<file path="config.mk">
export PLATFORM = sky130hd
export DESIGN_NAME = if_id_buffer
export DESIGN_NICKNAME = d
export VERILOG_FILES = /design/src/rtl/if_id_buffer_pkg.sv /design/src/rtl/if_id_buffer_sync_fifo.sv /design/src/rtl/if_id_buffer.sv
export SDC_FILE = /design/constraint.sdc
export NUM_CORES = 1
export LEC_CHECK = 0
export CAP_MARGIN = 20
export CORE_MARGIN = 2
export CORE_UTILIZATION = 44
export CTS_BUF_LIST = sky130_fd_sc_hd__clkbuf_16
export DETAILED_ROUTE_END_ITERATION = 12
export GPL_TIMING_DRIVEN = 1
export PLACE_DENSITY = 0.84
export SLEW_MARGIN = 20
export SYNTH_ARGS = -nofsm -noshare
export SYNTH_HDL_FRONTEND = slang
export SYNTH_SLANG_ARGS = --single-unit
</file>
<file path="constraint.sdc">
create_clock -name clk -period 9.6 [get_ports clk]
set_input_delay 1.92 -clock clk [delete_from_list [all_inputs] [get_ports clk]]
set_output_delay 1.92 -clock clk [all_outputs]
set_load 0.01 [all_outputs]
</file>
<file path="src/rtl/if_id_buffer_pkg.sv">
// Shared widths and constants for the fetch/decode decoupling buffer.
package if_id_buffer_pkg;

    localparam int XLEN_DEF = 64;
    localparam int ILEN_DEF = 32;
    localparam logic [31:0] NOP_INST_DEF = 32'h0000_0013;
    localparam logic RST_ACTIVE = 1'b1;
    localparam logic FLUSH_ENABLE = 1'b1;

    function automatic logic pc_misaligned(input logic [1:0] lsb);
        return lsb != 2'b00;
    endfunction

endpackage

</file>
<file path="src/rtl/if_id_buffer_sync_fifo.sv">
// Generic DEPTH x W register FIFO with synchronous clear.
module sync_fifo
    import if_id_buffer_pkg::*;
#(
    parameter int DEPTH = 2,
    parameter int W     = 8
) (
    input  logic         clk,
    input  logic         rst,
    input  logic         clear,
    input  logic         push,
    input  logic         pop,
    input  logic [W-1:0] wdata,
    output logic [W-1:0] rdata,
    output logic         full,
    output logic         empty
);

    localparam int AW = $clog2(DEPTH);

    logic [W-1:0]  mem [DEPTH];
    logic [AW-1:0] rd_ptr;
    logic [AW-1:0] wr_ptr;
    logic [AW:0]   count;

    always_ff @(posedge clk) begin
        if (rst == RST_ACTIVE || clear) begin
            rd_ptr <= '0;
            wr_ptr <= '0;
            count  <= '0;
        end else begin
            if (push) wr_ptr <= wr_ptr + AW'(1);
            if (pop)  rd_ptr <= rd_ptr + AW'(1);
            if (push && !pop)      count <= count + (AW+1)'(1);
            else if (pop && !push) count <= count - (AW+1)'(1);
        end
    end

    // Storage carries no reset; the consumer masks the empty head.
    always_ff @(posedge clk) begin
        if (push && !clear && rst != RST_ACTIVE) mem[wr_ptr] <= wdata;
    end

    assign rdata = mem[rd_ptr];
    assign full  = (count == (AW+1)'(DEPTH));
    assign empty = (count == '0);

endmodule

</file>
<file path="src/rtl/if_id_buffer.sv">
// IF/ID decoupling buffer: FIFO of {pc, inst, misalign} with
// valid/ready handshakes and flush on redirect.
module if_id_buffer
    import if_id_buffer_pkg::*;
#(
    parameter int DEPTH = 2,
    parameter int XLEN  = XLEN_DEF,
    parameter int ILEN  = ILEN_DEF,
    parameter logic [ILEN-1:0] NOP_INST = ILEN'(NOP_INST_DEF)
) (
    input  logic            clk,
    input  logic            rst,
    input  logic            flush_i,
    input  logic            in_valid_i,
    input  logic [XLEN-1:0] in_pc_i,
    input  logic [ILEN-1:0] in_inst_i,
    output logic            in_ready_o,
    output logic            hold_req_o,
    output logic            out_valid_o,
    input  logic            out_ready_i,
    output logic [XLEN-1:0] out_pc_o,
    output logic [ILEN-1:0] out_inst_o,
    output logic            out_misalign_o
);

    localparam int W = XLEN + ILEN + 1;

    logic         flush;
    logic         push;
    logic         pop;
    logic         full;
    logic         empty;
    logic [W-1:0] wdata;
    logic [W-1:0] rdata;

    assign flush = (flush_i == FLUSH_ENABLE);
    assign push  = in_valid_i && in_ready_o && !flush;
    assign pop   = out_valid_o && out_ready_i && !flush;
    assign wdata = {in_pc_i, in_inst_i, pc_misaligned(in_pc_i[1:0])};

    sync_fifo #(
        .DEPTH (DEPTH),
        .W     (W)
    ) u_fifo (
        .clk   (clk),
        .rst   (rst),
        .clear (flush),
        .push  (push),
        .pop   (pop),
        .wdata (wdata),
        .rdata (rdata),
        .full  (full),
        .empty (empty)
    );

    // Ready depends only on registered occupancy: no ready-to-ready path.
    assign in_ready_o  = !full;
    assign hold_req_o  = full;
    assign out_valid_o = !empty;

    always_comb begin
        out_pc_o       = '0;
        out_inst_o     = NOP_INST;
        out_misalign_o = 1'b0;
        if (!empty) begin
            out_pc_o       = rdata[W-1 -: XLEN];
            out_inst_o     = rdata[ILEN:1];
            out_misalign_o = rdata[0];
        end
    end

endmodule

</file>
==> out/summary.md <==
For this configuration, the core starts out at a cell density of 45.3%. Initial antenna violation count: 0. The placed instances occupy a cell area of 9750 µm².

The routed design could run at a clock period as short as 5.02 ns. The per-instance average area after synthesis came out at 17.1 µm². Horizontal die dimension: 135 µm. Detailed placement finished with a half-perimeter wire length of 9800 µm.

The H-tree was split into 4 levels. The run gives 16.7% as the overall fraction of global-route tracks in use. The iteration-0 DRC count of the detailed router was 270; the worst relative slew slack was 32.3%. In the final routed layout, each cell accounts on average for 17.3 µm. Quantity of I/O buffers inserted on ports: 200. In this run the post-CTS setup repair buffer count came out at 0. The flow ran to the end, and the final reports show no timing, DRC or antenna violations. For the residual overflow from global routing, the log shows 0. Before antenna repair, the detailed router went through 4 iterations. The worst setup path is launched from a register. The logs give 0 for the final number of max-transition violations and 22900 µm for the first-pass GRT wire length.

Summed over all cells, the static leakage comes to 3.27 nW. Counting the buffers created by CTS gives 17. During I/O placement, the number of pins put on the boundary was 201. Buffer levels on the longest clock path: 2. Static timing analysis puts the maximum clock frequency at 0.199 GHz. The kind of cell with the highest combined delay on the critical path is buffers and inverters. At the worst endpoint, the arrival time is 3.10 ns. Clock tree synthesis found a total of 199 sinks. The tools report the kind of capture point of the worst setup path as a primary output. Setup violations remaining at the end of the flow were counted as 0. Cells with a size suffix above 1 make up 6.24% of the layout. For this run, the slowest stage of the critical path takes 0.85 ns. After routing, the total negative slack on setup checks comes to 0 ns.

The number of DRC violations after detailed routing is 0. Growth of design area from synthesis to finish: 37.0%. After technology mapping, the gate count stands at 441. The tree is rooted in a sky130_fd_sc_hd__clkbuf_16. For the worst vdd rail ir drop, the log shows 0.000119 V. The source-to-sink clock delay at the later pin of the worst-skew pair was 0.42 ns.

The area share of the largest cell type after synthesis was 77.1%; the final RePlAce weighted congestion was 0.735. Once layout is done, the placed cells without fillers occupy 10400 µm². At the worst endpoint, the required time is 7.68 ns. The number of synthesized register bits is 199, and the number of antenna cells inserted is 0. Max-cap violations in this run came to 0.

The floorplan step set the die height to 135 µm. The signal on the critical path passes through buf_4 > mux2i_1 > nor2_1 > clkdlybuf4s50_1. At the pin with the least slew margin, the transition time is 1.01 ns. The run gives 15200 µm as the detailed-route wire length. For the final database, setup skew stands at 0.00575 ns. By startpoint and endpoint, the worst setup path is classified as reg -> out.

The mapped cell area was 7560 µm²; the ratio of total power to cell area was 179 nW/µm². Measured on the finished design, the core utilization comes to 62.0%. Number of global-route vias before repair: 4566. The leading area contributor after synthesis was sky130_fd_sc_hd__edfxtp_1.

Along the worst path, the maximum fanout reaches 55. The total buffers and inverters traversed by the critical path was 2. TritonCTS built the clock tree. The tools report the total number of vias as 4292. The run gives 0 as the number of antenna-violating nets in the routed design. The total chip power came out at 1.85 mW. Setup repair after global routing left no endpoint under its margin. The floorplan has 47 rows.

For this design, the CTS-stage hold fixing added 0 buffers. The Yosys step of the flow raised 0 warnings. In this run the worst hold path is classified as reg -> reg. For the final count of hold timing violations, the log shows 0. Vias per cell: 4.89. The sequential share of the synthesized area is 78.4%, and the count of cells resized by post-cts repair is 0. Core area: 16700 µm².

By area the synthesized netlist is led by sky130_fd_sc_hd__edfxtp_1 77%, sky130_fd_sc_hd__mux2i_1 13%, sky130_fd_sc_hd__nor2_1 4.9%. The area of the die was 18200 µm²; the final layout net count was 746. The final critical path takes up 52.3% of the cycle. The critical-path cell with the highest stage delay is sky130_fd_sc_hd__dfxtp_4.

Entering global routing, the biggest net connects 96 pins. After clock tree synthesis, the clock-pin slew on the worst setup and hold paths is 0.06 ns. Synthesis produced a netlist with a net count of 543. On the final layout, the worst hold slack is 0.519 ns.

Synthesis instantiated 21 different standard cells from the library.
[per-layer routing]
metal  up-vias  global-route usage [%]  part of all wire (%)
met1      2081                    18.2                    39
met5         -                       0                     0
met2       166                    30.1                    53
met3        14                    5.97                   6.8
met4         0                    5.61                   1.1
li1       2031                       -                     -
[state kept, by name, summed over array words and instances, names as in the netlist, named ones only]
name and cells:
u_fifo.count 2, u_fifo.mem 194, u_fifo.rd_ptr 1, u_fifo.wr_ptr 1
[synthesized netlist by cell type]
cell type,n
sky130_fd_sc_hd__nor2_1,98
sky130_fd_sc_hd__o21ai_0,2
sky130_fd_sc_hd__mux2i_1,97
sky130_fd_sc_hd__buf_2,5
sky130_fd_sc_hd__a21oi_1,2
sky130_fd_sc_hd__buf_6,4
sky130_fd_sc_hd__a21o_1,1
sky130_fd_sc_hd__dfxtp_1,5
sky130_fd_sc_hd__or3_1,1
sky130_fd_sc_hd__nor2_2,1
sky130_fd_sc_hd__nand2_1,4
sky130_fd_sc_hd__ha_1,1
sky130_fd_sc_hd__or2_2,3
sky130_fd_sc_hd__inv_1,3
sky130_fd_sc_hd__xor2_1,3
sky130_fd_sc_hd__edfxtp_1,194
sky130_fd_sc_hd__nand3_1,1
sky130_fd_sc_hd__nand2b_1,1
sky130_fd_sc_hd__nor3_1,2
sky130_fd_sc_hd__buf_4,8
sky130_fd_sc_hd__clkbuf_1,5
[power breakdown]
part           internal [mW]  switching [mW]
Combinational         0.0841          0.0648
Sequential             0.971         0.00648
Clock                  0.432           0.293
[final timing paths]
check	slack (ns)	from	cells after the start	endpoint
setup / recovery	4.58	register	4	out_pc_o[25]
hold / removal	0.52	u_fifo.rd_ptr$_SDFFE_PP0P_	2	register
hold reg to reg	0.52	u_fifo.rd_ptr$_SDFFE_PP0P_	2	register
setup reg to reg	6.91	u_fifo.count[0]$_SDFFE_PP0P_	5	u_fifo.mem[1][15]$_DFFE_PP_
[cells by family after synthesis]
kind of cell	synth area share [%]
AO/OA/AOI/OAI	0.364
XOR/XNOR	0.348
adder cells (fa/ha/maj)	0.166
buffers and inverters	2.12
flip-flops	78.4
multiplexers	12.8
AND/OR/NAND/NOR	5.76
[metrics by stage]
stage          setup WS (ns)  instances
2_1_floorplan        0.00267        441
3_3_place_gp            5.01        845
3_5_place_dp            4.99        845
4_1_cts                 4.52        877
5_1_grt                 4.36        877
6_report                4.58        877
[layout by cell type (no fill, tap or decap), drive strengths merged]
cell           Yosys  layout
or2                3       3
nor2              99      99
xor2               3       3
inv                3       4
a21oi              2       2
nor3               2       2
mux2i             97      97
dfxtp              5       5
nand3              1       1
ha                 1       1
clkinv             0       8
nand2b             1       1
buf               17       6
a21o               1       1
bufinv             0       4
o21ai              2       2
edfxtp           194     194
nand2              4       4
or3                1       1
clkdlybuf4s50      0     200
clkbuf             5      17
clkinvlp           0       2
[cell type report]
class / count / area, µm²
clock buffers: 17 / 425
clock inverters: 15 / 183
fillers: 1214 / 6340
inverters: 3 / 11.3
multi-input cells: 217 / 1490
flip-flops and latches: 199 / 5930
well taps: 220 / 275
repair buffers: 206 / 2050
[tightest hold or removal path, delay by kind of cell (launching register included)]
| family | cells | cell delay (ns) |
|---|---|---|
| simple gates | 1 | 0.08 |
| flops | 1 | 0.33 |
| xor+xnor | 1 | 0.08 |
Power figures use the tool's default switching activity.
